$ cat config.mk
export PLATFORM = sky130hd
export DESIGN_NAME = seg_serial_rx
export DESIGN_NICKNAME = d
export VERILOG_FILES = /design/src/rtl/seg_serial_rx_pkg.sv /design/src/rtl/seg7_glyph_dec.sv /design/src/rtl/seg_serial_rx.sv
export SDC_FILE = /design/constraint.sdc
export NUM_CORES = 1
export LEC_CHECK = 0
export CORE_MARGIN = 8
export CORE_UTILIZATION = 57
export DETAILED_ROUTE_END_ITERATION = 10
export PLACE_DENSITY = 0.77
export REMOVE_ABC_BUFFERS = 1
export SYNTH_ARGS = -nofsm -noshare
export SYNTH_HDL_FRONTEND = slang
export SYNTH_SLANG_ARGS = --single-unit
$ cat constraint.sdc
create_clock -name clk -period 2.25 [get_ports clk]
set_clock_uncertainty 0.05 [all_clocks]
set_input_delay 0.45 -clock clk [delete_from_list [all_inputs] [get_ports clk]]
set_output_delay 0.45 -clock clk [all_outputs]
set_load 0.05 [all_outputs]
$ cat src/rtl/seg_serial_rx_pkg.sv
// Shared definitions for the serial 7-segment link receiver: glyph codes, FSM states, glyph decode.
// Segment bytes are active-low with bit7 = dp; the dp bit never takes part in decoding.
package seg_serial_rx_pkg;

    localparam logic [7:0] SEG_G0 = 8'hC0;
    localparam logic [7:0] SEG_G1 = 8'hF9;
    localparam logic [7:0] SEG_G2 = 8'hA4;
    localparam logic [7:0] SEG_G3 = 8'hB0;
    localparam logic [7:0] SEG_G4 = 8'h99;
    localparam logic [7:0] SEG_G5 = 8'h92;
    localparam logic [7:0] SEG_G6 = 8'h82;
    localparam logic [7:0] SEG_G7 = 8'hF8;
    localparam logic [7:0] SEG_G8 = 8'h80;
    localparam logic [7:0] SEG_G9 = 8'h90;
    localparam logic [7:0] SEG_GA = 8'h88;
    localparam logic [7:0] SEG_GB = 8'h83;
    localparam logic [7:0] SEG_GC = 8'hC6;
    localparam logic [7:0] SEG_GD = 8'hA1;
    localparam logic [7:0] SEG_GE = 8'h86;
    localparam logic [7:0] SEG_GF = 8'h8E;

    typedef enum logic [1:0] {
        ST_IDLE  = 2'd0,
        ST_SHIFT = 2'd1,
        ST_LATCH = 2'd2
    } state_t;

    // Returns {err, hex}; a blank or unknown pattern yields err=1, hex=0.
    function automatic logic [4:0] seg_decode(input logic [6:0] seg);
        logic [4:0] dec;
        dec = 5'h10;
        case (seg)
            SEG_G0[6:0]: dec = 5'h00;
            SEG_G1[6:0]: dec = 5'h01;
            SEG_G2[6:0]: dec = 5'h02;
            SEG_G3[6:0]: dec = 5'h03;
            SEG_G4[6:0]: dec = 5'h04;
            SEG_G5[6:0]: dec = 5'h05;
            SEG_G6[6:0]: dec = 5'h06;
            SEG_G7[6:0]: dec = 5'h07;
            SEG_G8[6:0]: dec = 5'h08;
            SEG_G9[6:0]: dec = 5'h09;
            SEG_GA[6:0]: dec = 5'h0A;
            SEG_GB[6:0]: dec = 5'h0B;
            SEG_GC[6:0]: dec = 5'h0C;
            SEG_GD[6:0]: dec = 5'h0D;
            SEG_GE[6:0]: dec = 5'h0E;
            SEG_GF[6:0]: dec = 5'h0F;
            default:     dec = 5'h10;
        endcase
        return dec;
    endfunction

endpackage

$ cat src/rtl/seg7_glyph_dec.sv
// Purpose: one active-low segment byte -> hex nibble plus no-match flag.
// Latency: combinational. Backpressure: none.
module seg7_glyph_dec
    import seg_serial_rx_pkg::*;
(
    input  logic [7:0] i_seg,
    output logic [3:0] o_hex,
    output logic       o_err
);

    logic [4:0] w_dec;
    logic       w_unused_dp;

    assign w_unused_dp = i_seg[7];
    assign w_dec       = seg_decode(i_seg[6:0]);
    assign o_hex       = w_dec[3:0];
    assign o_err       = w_dec[4];

endmodule

$ cat src/rtl/seg_serial_rx.sv
// Purpose: oversampled receiver for the SEGCLK/SEGDT/SEGEN/SEGCLR link; latches and decodes 64-bit frames.
// Latency: frame_valid 1 clk after the LATCH cycle; optional BCD score (SEG_SCORE_BIN_EN) 4 clk after frame_valid.
// Backpressure: none; the link is free-running and frames with SEGEN low at LATCH are dropped.
module seg_serial_rx
    import seg_serial_rx_pkg::*;
#(
    parameter int FRAME_BITS  = 64,
    parameter int SYNC_STAGES = 2
) (
    input  logic                  clk,
    input  logic                  clr,
    input  logic                  SEGCLK,
    input  logic                  SEGDT,
    input  logic                  SEGEN,
    input  logic                  SEGCLR,
    output logic [FRAME_BITS-1:0] frame,
    output logic                  frame_valid,
    output logic [31:0]           digits_hex,
    output logic [7:0]            digit_err,
    output logic                  busy
`ifdef SEG_SCORE_BIN_EN
    ,
    output logic [13:0]           score_bin,
    output logic                  score_valid
`endif
);

    localparam int                CNT_W    = $clog2(FRAME_BITS + 1);
    localparam logic [CNT_W-1:0]  LAST_BIT = CNT_W'(FRAME_BITS - 1);

    logic [SYNC_STAGES-1:0] r_clk_sync, r_dt_sync, r_en_sync, r_clr_sync;
    logic                   r_clk_prev;
    logic                   w_rise, w_dt, w_en, w_lclr;

    always_ff @(posedge clk or negedge clr) begin
        if (!clr) begin
            r_clk_sync <= '0;
            r_dt_sync  <= '0;
            r_en_sync  <= '0;
            r_clr_sync <= '0;
            r_clk_prev <= 1'b0;
        end else begin
            r_clk_sync <= {r_clk_sync[SYNC_STAGES-2:0], SEGCLK};
            r_dt_sync  <= {r_dt_sync[SYNC_STAGES-2:0], SEGDT};
            r_en_sync  <= {r_en_sync[SYNC_STAGES-2:0], SEGEN};
            r_clr_sync <= {r_clr_sync[SYNC_STAGES-2:0], SEGCLR};
            r_clk_prev <= r_clk_sync[SYNC_STAGES-1];
        end
    end

    assign w_rise = r_clk_sync[SYNC_STAGES-1] & ~r_clk_prev;
    assign w_dt   = r_dt_sync[SYNC_STAGES-1];
    assign w_en   = r_en_sync[SYNC_STAGES-1];
    assign w_lclr = r_clr_sync[SYNC_STAGES-1];

    state_t                r_state, w_state_nxt;
    logic [CNT_W-1:0]      r_cnt, w_cnt_nxt;
    logic [FRAME_BITS-1:0] r_sr, w_sr_nxt;
    logic                  w_latch;

    always_ff @(posedge clk or negedge clr) begin
        if (!clr) begin
            r_state <= ST_IDLE;
            r_cnt   <= '0;
            r_sr    <= '0;
        end else begin
            r_state <= w_state_nxt;
            r_cnt   <= w_cnt_nxt;
            r_sr    <= w_sr_nxt;
        end
    end

    always_comb begin
        w_state_nxt = r_state;
        w_cnt_nxt   = r_cnt;
        w_sr_nxt    = r_sr;
        w_latch     = 1'b0;
        if (!w_lclr) begin
            w_state_nxt = ST_IDLE;
            w_cnt_nxt   = '0;
            w_sr_nxt    = '0;
        end else begin
            case (r_state)
                ST_IDLE: begin
                    if (w_rise) begin
                        w_sr_nxt    = {r_sr[FRAME_BITS-2:0], w_dt};
                        w_cnt_nxt   = CNT_W'(1);
                        w_state_nxt = ST_SHIFT;
                    end
                end
                ST_SHIFT: begin
                    if (w_rise) begin
                        w_sr_nxt  = {r_sr[FRAME_BITS-2:0], w_dt};
                        w_cnt_nxt = r_cnt + CNT_W'(1);
                        if (r_cnt == LAST_BIT) begin
                            w_state_nxt = ST_LATCH;
                        end
                    end
                end
                ST_LATCH: begin
                    w_latch = w_en;
                    // A rise landing here is the first bit of the next frame.
                    if (w_rise) begin
                        w_sr_nxt    = {r_sr[FRAME_BITS-2:0], w_dt};
                        w_cnt_nxt   = CNT_W'(1);
                        w_state_nxt = ST_SHIFT;
                    end else begin
                        w_cnt_nxt   = '0;
                        w_state_nxt = ST_IDLE;
                    end
                end
                default: begin
                    w_state_nxt = ST_IDLE;
                    w_cnt_nxt   = '0;
                end
            endcase
        end
    end

    logic [31:0] w_hex;
    logic [7:0]  w_err;

    for (genvar g = 0; g < 8; g++) begin : g_dec
        seg7_glyph_dec u_dec (
            .i_seg (r_sr[g*8 +: 8]),
            .o_hex (w_hex[g*4 +: 4]),
            .o_err (w_err[g])
        );
    end

    logic [FRAME_BITS-1:0] r_frame;
    logic [31:0]           r_digits;
    logic [7:0]            r_err;
    logic                  r_frame_vld;

    always_ff @(posedge clk or negedge clr) begin
        if (!clr) begin
            r_frame     <= '0;
            r_digits    <= '0;
            r_err       <= '0;
            r_frame_vld <= 1'b0;
        end else begin
            r_frame_vld <= w_latch;
            if (w_latch) begin
                r_frame  <= r_sr;
                r_digits <= w_hex;
                r_err    <= w_err;
            end
        end
    end

    assign frame       = r_frame;
    assign frame_valid = r_frame_vld;
    assign digits_hex  = r_digits;
    assign digit_err   = r_err;
    assign busy        = (r_state == ST_SHIFT);

`ifdef SEG_SCORE_BIN_EN
    logic [13:0] r_acc, r_score, w_acc_nxt;
    logic [1:0]  r_step, w_sel;
    logic        r_run, r_bad, r_score_vld, w_bad;
    logic [3:0]  w_nib;

    // Digits are consumed 3,2,1,0 so the accumulator builds the decimal value MSD first.
    assign w_sel     = 2'd3 - r_step;
    assign w_nib     = r_digits[{w_sel, 2'b00} +: 4];
    assign w_acc_nxt = r_acc * 14'd10 + {10'd0, w_nib};
    assign w_bad     = (|r_err[3:0]) | (r_digits[15:12] > 4'd9) | (r_digits[11:8] > 4'd9)
                     | (r_digits[7:4] > 4'd9) | (r_digits[3:0] > 4'd9);

    always_ff @(posedge clk or negedge clr) begin
        if (!clr) begin
            r_acc       <= '0;
            r_step      <= '0;
            r_run       <= 1'b0;
            r_bad       <= 1'b0;
            r_score     <= '0;
            r_score_vld <= 1'b0;
        end else begin
            r_score_vld <= 1'b0;
            if (r_frame_vld) begin
                r_acc  <= {10'd0, r_digits[15:12]};
                r_step <= 2'd1;
                r_run  <= 1'b1;
                r_bad  <= w_bad;
            end else if (r_run) begin
                r_acc  <= w_acc_nxt;
                r_step <= r_step + 2'd1;
                if (r_step == 2'd3) begin
                    r_run       <= 1'b0;
                    r_score     <= r_bad ? 14'h3FFF : w_acc_nxt;
                    r_score_vld <= 1'b1;
                end
            end
        end
    end

    assign score_bin   = r_score;
    assign score_valid = r_score_vld;
`endif

endmodule
==> results of run 1 <==
## sequential cells by signal (all words and copies together), names as in the netlist, 2 cells and up
name	cells
digit_err	8
digits_hex	32
frame	64
r_clk_sync	2
r_clr_sync	2
r_cnt	7
r_dt_sync	2
r_en_sync	2
r_sr	64
r_state	2
## logic make-up (layout without fill, tap and decap cells)
kind of cell | count (synthesis) | count (layout) | synth area share
fa+ha+maj | 1 | 1 | 0.00128
simple gates | 600 | 600 | 0.285
mux | 3 | 3 | 0.00346
xor+xnor | 7 | 7 | 0.00629
compound gates | 250 | 250 | 0.176
flops | 187 | 187 | 0.480
buf+inv | 115 | 190 | 0.0481
## cell usage in the layout (no fill, tap or decap), drive strengths merged, types with 8 or more instances in the layout
cell / n
nor4: 11
nor4b: 8
inv: 11
clkinv: 8
nand2b: 14
and3: 9
buf: 37
nor2b: 18
nand4: 8
nor3: 26
dfrtp: 187
or3: 9
a21boi: 65
nor2: 62
nor3b: 14
a31oi: 25
clkbuf: 19
a211oi: 10
nand3: 25
nand2: 352
o21ai: 52
a21oi: 27
clkdlybuf4s50: 109
## where the power goes
part | internal [W] | total (W) | switching (W)
clock network | 0.00167 | 0.00299 | 0.00132
logic | 0.0000650 | 0.000215 | 0.000150
registers | 0.00337 | 0.00338 | 0.0000111
total | 0.00511 | 0.00659 | 0.00148
## Yosys cell counts, types with 6 or more instances
master    count
dfrtp_1     187
nand2_1     352
nor3b_1      14
clkbuf_1     74
a21boi_1      9
nand3b_1      7
nand4_1       8
nand3_1      25
nor2_1       62
inv_1         9
nor2b_1      18
a211oi_1      9
nor4_1       11
or3_1         9
buf_2        27
and3_1        9
a21boi_0     56
o21ai_0      49
nor3_1       26
a21o_1        6
o31ai_1       7
nand2b_1     14
nor4b_1       8
a21oi_1      26
a31oi_1      25
## worst max path at each step
stage | endpoint | slack (ps) | startpoint
2_1_floorplan | digit_err[3] | -2520 | r_clr_sync[1]
3_3_place_gp | digit_err[1] | 420 | r_sr[12]
3_5_place_dp | digit_err[4] | 340 | r_sr[33]
4_1_cts | frame[30] | 80 | frame[30]
5_1_grt | frame[30] | 40 | frame[30]
6_report | frame[30] | 90 | frame[30]
## routing by layer
| layer | track usage | routed length (um) |
|---|---|---|
| met1 | 0.301 | 10600 |
| met2 | 0.353 | 11100 |
| met3 | 0.0378 | 1060 |
| met4 | 0.0659 | 356 |
| met5 | 0 | 0 |
## area by class of cell
class | instances | area [sq um] | area share
multi-input cells | 861 | 4620 | 0.396
clock inverters | 14 | 146 | 0.0126
inverters | 10 | 38.8 | 0.00333
repair buffers | 148 | 1460 | 0.125
flip-flops and latches | 187 | 4680 | 0.401
well taps | 225 | 282 | 0.0241
clock buffers | 18 | 439 | 0.0377
## stage by stage
| stage | hold WS, ps | utilization |
|---|---|---|
| 3_5_place_dp | 289 | 0.651 |
| 2_1_floorplan | 104 | - |
| 4_1_cts | 305 | 0.686 |
| 3_3_place_gp | 287 | 0.651 |
| 5_1_grt | 312 | 0.686 |
| 6_report | 305 | 0.686 |
==> results_dict.tcl, run 1 <==
set metrics [dict create \
    outcome "finished, final reports clean" \
    synthTopCellsByArea "dfrtp_1 48%, nand2_1 14%, a21boi_0 4.3%, clkbuf_1 2.8%, o21ai_0 2.5%" \
    cp.arrival_ps 1660 \
    fmax_ghz 0.463 \
    period_share 0.959 \
    antenna_left 0 \
    cts_tree "yes" \
    reg2reg_setup_slack_ps 320 \
    critical_path.reg2reg.endpoint "digit_err[4]" \
    worst-path-buf-inv 1 \
    synth_top_area_cell "dfrtp_1" \
    grt_antenna_before_repair 0 \
    syn_to_final_growth_pct 19.6 \
    setup_tns_ps 0 \
    wl_um 23100 \
    cp.depth 1 \
    via_per_inst 5.82 \
    hold_end "r_clk_sync[1]" \
    synth_cells 1163 \
    ys_seq_area_frac 0.480 \
    htreeDepth 4 \
    cts_resized 0 \
    cp_slowest_stage_delay_ps 830 \
    grt_overflow 0 \
    grt_pass1_vias 8062 \
    place_ws_ps 339 \
    cts_sinks 187 \
    ys_ff_latch 187 \
    final_cells 1463 \
    core-area_sq_um 17000 \
    hold_violations 0 \
    hold_start "r_clk_sync[0]" \
    die_h_um 147 \
    worstSetupPathType "register to output port" \
    synth_top_area_frac 0.480 \
    placed_cell_area_sq_um 11100 \
    clock_latency_ps 430 \
    min_path_type "register to register" \
    synth_cell_types 71 \
    synth.avg_cell_area_sq_um 8.39 \
    clk_pin_slew_worst_paths_ps 70 \
    r2r_start "r_sr[33]" \
    initial_core_util 0.574 \
    cp_cell_sequence "clkdlybuf4s50_1" \
    cap_viol_max_count 0 \
    vdd_drop_max_v 0.000571 \
    final_area_sq_um 11700 \
    end_kind "output port" \
    grt_usage 0.220 \
    grt_start_max_net_pins 59 \
    clockRootBuffer "clkbuf_16" \
    numPortBuffers 111 \
    tightest_slew_ps 603 \
    rsz0062_at_grt "false" \
    drtIter0Drc 699 \
    slew_violations 0 \
    worstSetupStartpointType "register" \
    hpwl_um 15200 \
    nets 1232 \
    post_cts_buffers 0 \
    holdPathStages 0 \
    cts.path.max_buffers 2 \
    finalSetupViolations 0 \
    yosys_warnings 0 \
    place.gp.congestion 0.894 \
    die-area_sq_um 21600 \
    dr_total_vias 8510 \
    synth_edf_count 0 \
    setup_slack_ps 91.3 \
    placementRows 48 \
    fill_cells 1413 \
    ys.flop_type "dfrtp_1" \
    rr_worst_depth 5 \
    synth_area_sq_um 9750 \
    die_w_um 147 \
    leakage_nw 5.02 \
    cts_buffers 17 \
    crit_path_top_delay_cell "clkdlybuf4s50_1" \
    io_pins 112 \
    grt_pass1_wl_um 40100 \
    cp_top_family "buffers and inverters" \
    antenna_cells 0 \
    place_inst 1430 \
    period_needed_ps 2160 \
    drc 0 \
    slew_headroom 0.592 \
    drive_above_1_share 0.0695 \
    crit_required_ps 1750 \
    powerDensity_nw_per_um2 565 \
    p_total_w 0.00659 \
    first_pass_iters 5 \
    cts_hold_buf 1 \
    path_max_fanout 2 \
    post_drt_wl_per_cell_um 15.8 \
    synthArstFlopShare 1.00 \
]
No activity file was read; power rests on OpenSTA's default activity.
==> inputs of run 2 (changes only) <==
--- a/config.mk
+++ b/config.mk
@@ -5,6 +5,7 @@
 export SDC_FILE = /design/constraint.sdc
 export NUM_CORES = 1
 export LEC_CHECK = 0
+export CAP_MARGIN = 5
 export CORE_MARGIN = 8
 export CORE_UTILIZATION = 57
 export DETAILED_ROUTE_END_ITERATION = 10
==> results of run 2 <==
The final DEF is identical to that of run 1; final timing and power are the same.
==> inputs of run 3 (changes only) <==
--- a/config.mk
+++ b/config.mk
@@ -7,10 +7,9 @@
 export LEC_CHECK = 0
 export CAP_MARGIN = 5
 export CORE_MARGIN = 8
-export CORE_UTILIZATION = 57
+export CORE_UTILIZATION = 60
 export DETAILED_ROUTE_END_ITERATION = 10
-export PLACE_DENSITY = 0.77
-export REMOVE_ABC_BUFFERS = 1
+export PLACE_DENSITY = 0.81
 export SYNTH_ARGS = -nofsm -noshare
 export SYNTH_HDL_FRONTEND = slang
 export SYNTH_SLANG_ARGS = --single-unit
==> constraint.sdc (replaced) <==
create_clock -name clk -period 2.6 [get_ports clk]
set_clock_uncertainty 0.05 [all_clocks]
set_input_delay 0.52 -clock clk [delete_from_list [all_inputs] [get_ports clk]]
set_output_delay 0.52 -clock clk [all_outputs]
set_load 0.05 [all_outputs]
==> run 3 against run 2 <==
  * Via count is 0.86% lower
  * Sequential power shrank 13%
  * Register-to-register slack gained 250 ps
  * Final area is 0.86% lower
  * Sequential share of layout area increased by 0.35 points
  * Critical path depth increased by 1
  * Worst setup slack improved by 140 ps
  * Die area shrank 4.5%
  * Final cell count is 1.6% lower
  * Worst hold slack lost 270 ps
  * Global-route usage is 1.3 points higher
==> results_dict.tcl, run 3 (same netlist as run 1, synthesis figures left out) <==
set metrics [dict create \
    outcome "finished, final reports clean" \
    min_path_type "input port to asynchronous set/reset pin" \
    die_h_um 143 \
    cts.path.max_buffers 2 \
    rsz0062_at_grt "false" \
    mappedNetlistNets 1170 \
    numPortBuffers 111 \
    drive_above_1_share 0.0572 \
    cts_sinks 187 \
    hold_violations 0 \
    grt_pass1_wl_um 39400 \
    die_w_um 143 \
    cts_buffers 17 \
    end_kind "output port" \
    grt_antenna_before_repair 0 \
    grt_usage 0.233 \
    drtIter0Drc 778 \
    antenna_cells 0 \
    grt_pass1_vias 7786 \
    clk_pin_slew_worst_paths_ps 70 \
    place_inst 1409 \
    clock_latency_ps 430 \
    first_pass_iters 5 \
    slew_violations 0 \
    grt_overflow 0 \
    dr_total_vias 8437 \
    cp_top_family "buffers and inverters" \
    crit_path_top_delay_cell "dlygate4sd2_1" \
    syn_to_final_growth_pct 18.6 \
    crit_required_ps 2030 \
    rr_worst_depth 5 \
    mostFrequentLayoutCell "nand2_1" \
    clockRootBuffer "clkbuf_16" \
    die-area_sq_um 20600 \
    leakage_nw 4.96 \
    worstSetupStartpointType "register" \
    htreeDepth 4 \
    holdWs_ps 35.2 \
    post_drt_wl_per_cell_um 16.0 \
    cap_viol_max_count 0 \
    finalSetupViolations 0 \
    tightest_slew_ps 719 \
    placed_cell_area_sq_um 11000 \
    cts_tree "yes" \
    io_pins 112 \
    final_cells 1440 \
    grt_start_max_net_pins 72 \
    worstSetupPathType "register to output port" \
    place.gp.congestion 0.879 \
    setup_tns_ps 0 \
    slew_headroom 0.514 \
    cp.depth 2 \
    worst-path-buf-inv 1 \
    hpwl_um 15000 \
    layout_common_cells "351 x nand2_1, 186 x dfrtp_1, 109 x clkdlybuf4s50_1" \
    core-area_sq_um 15900 \
    period_share 0.912 \
    powerDensity_nw_per_um2 501 \
    pwr-share-comb 0.031 \
    drc 0 \
    fill_cells 1250 \
    cp.arrival_ps 1800 \
    p_int_w 0.00457 \
    final_area_sq_um 11600 \
    via_per_inst 5.86 \
    fmax_ghz 0.422 \
    cp_cell_sequence "and2b_1 > dlygate4sd2_1" \
    nets 1219 \
    wl_um 23000 \
    switching_share 0.211 \
    pwr-share-seq 0.505 \
    cp_slowest_stage_delay_ps 560 \
    cts_hold_buf 0 \
    vdd_drop_max_v 0.000436 \
    antenna_left 0 \
    initial_core_util 0.614 \
    power_switching_w 0.00122 \
    period_needed_ps 2370 \
    placementRows 46 \
    p_clk_frac 0.463 \
    path_max_fanout 6 \
]
run 3: metal layers:
| layer | up-vias | GRT usage | routed length, um |
|---|---|---|---|
| met1 | 4082 | 0.328 | 10400 |
| met4 | 0 | 0.0670 | 257 |
| li1 | 4103 | - | - |
| met3 | 19 | 0.0398 | 1260 |
| met2 | 233 | 0.364 | 11100 |
| met5 | - | 0 | 0 |
run 3: what timing repair did:
action                     CTS  global route
setup buffers                0             0
gates resized for setup      1             0
setup endpoints to repair    1             0
run 3: power by group through the flow:
stage	clock network, W	logic (W)	registers [W]
3_5_place_dp	0	0.000185	0.00298
5_1_grt	0.00285	0.000204	0.00293
3_3_place_gp	0	0.000182	0.00298
2_1_floorplan	0	0.0000793	0.00298
6_report	0.00269	0.000180	0.00293
4_1_cts	0.00273	0.000185	0.00293
run 3: final cells by class:
cell class                 count  area (sq um)  share of cell area
sequential                   187          4680               0.405
multi-input combinational    861          4620               0.400
inverter                      10          38.8             0.00335
timing repair buffer         135          1340               0.116
clock buffer                  19           433              0.0374
clock inverter                12           175              0.0151
tap                          216           270              0.0234
run 3: worst paths after layout:
check | slack (ps) | start | to
max in group asynchronous | 1710 | clr | digit_err[5]
hold / removal | 40 | clr | r_state[0]
hold reg to reg | 310 | r_dt_sync[0] | r_dt_sync[1]
setup / recovery | 230 | r_state[1] | busy
setup reg to reg | 570 | r_state[0] | digit_err[6]
min in group clk | 310 | r_dt_sync[0] | r_dt_sync[1]
run 3: through the flow:
step                setup slack (ps)  utilization  power [W]
global placement                 425        0.690    0.00317
finish                           229        0.728    0.00579
CTS                              218        0.728    0.00585
floorplan                        784            -    0.00306
detailed placement               408        0.690    0.00317
global route                     165        0.728    0.00598
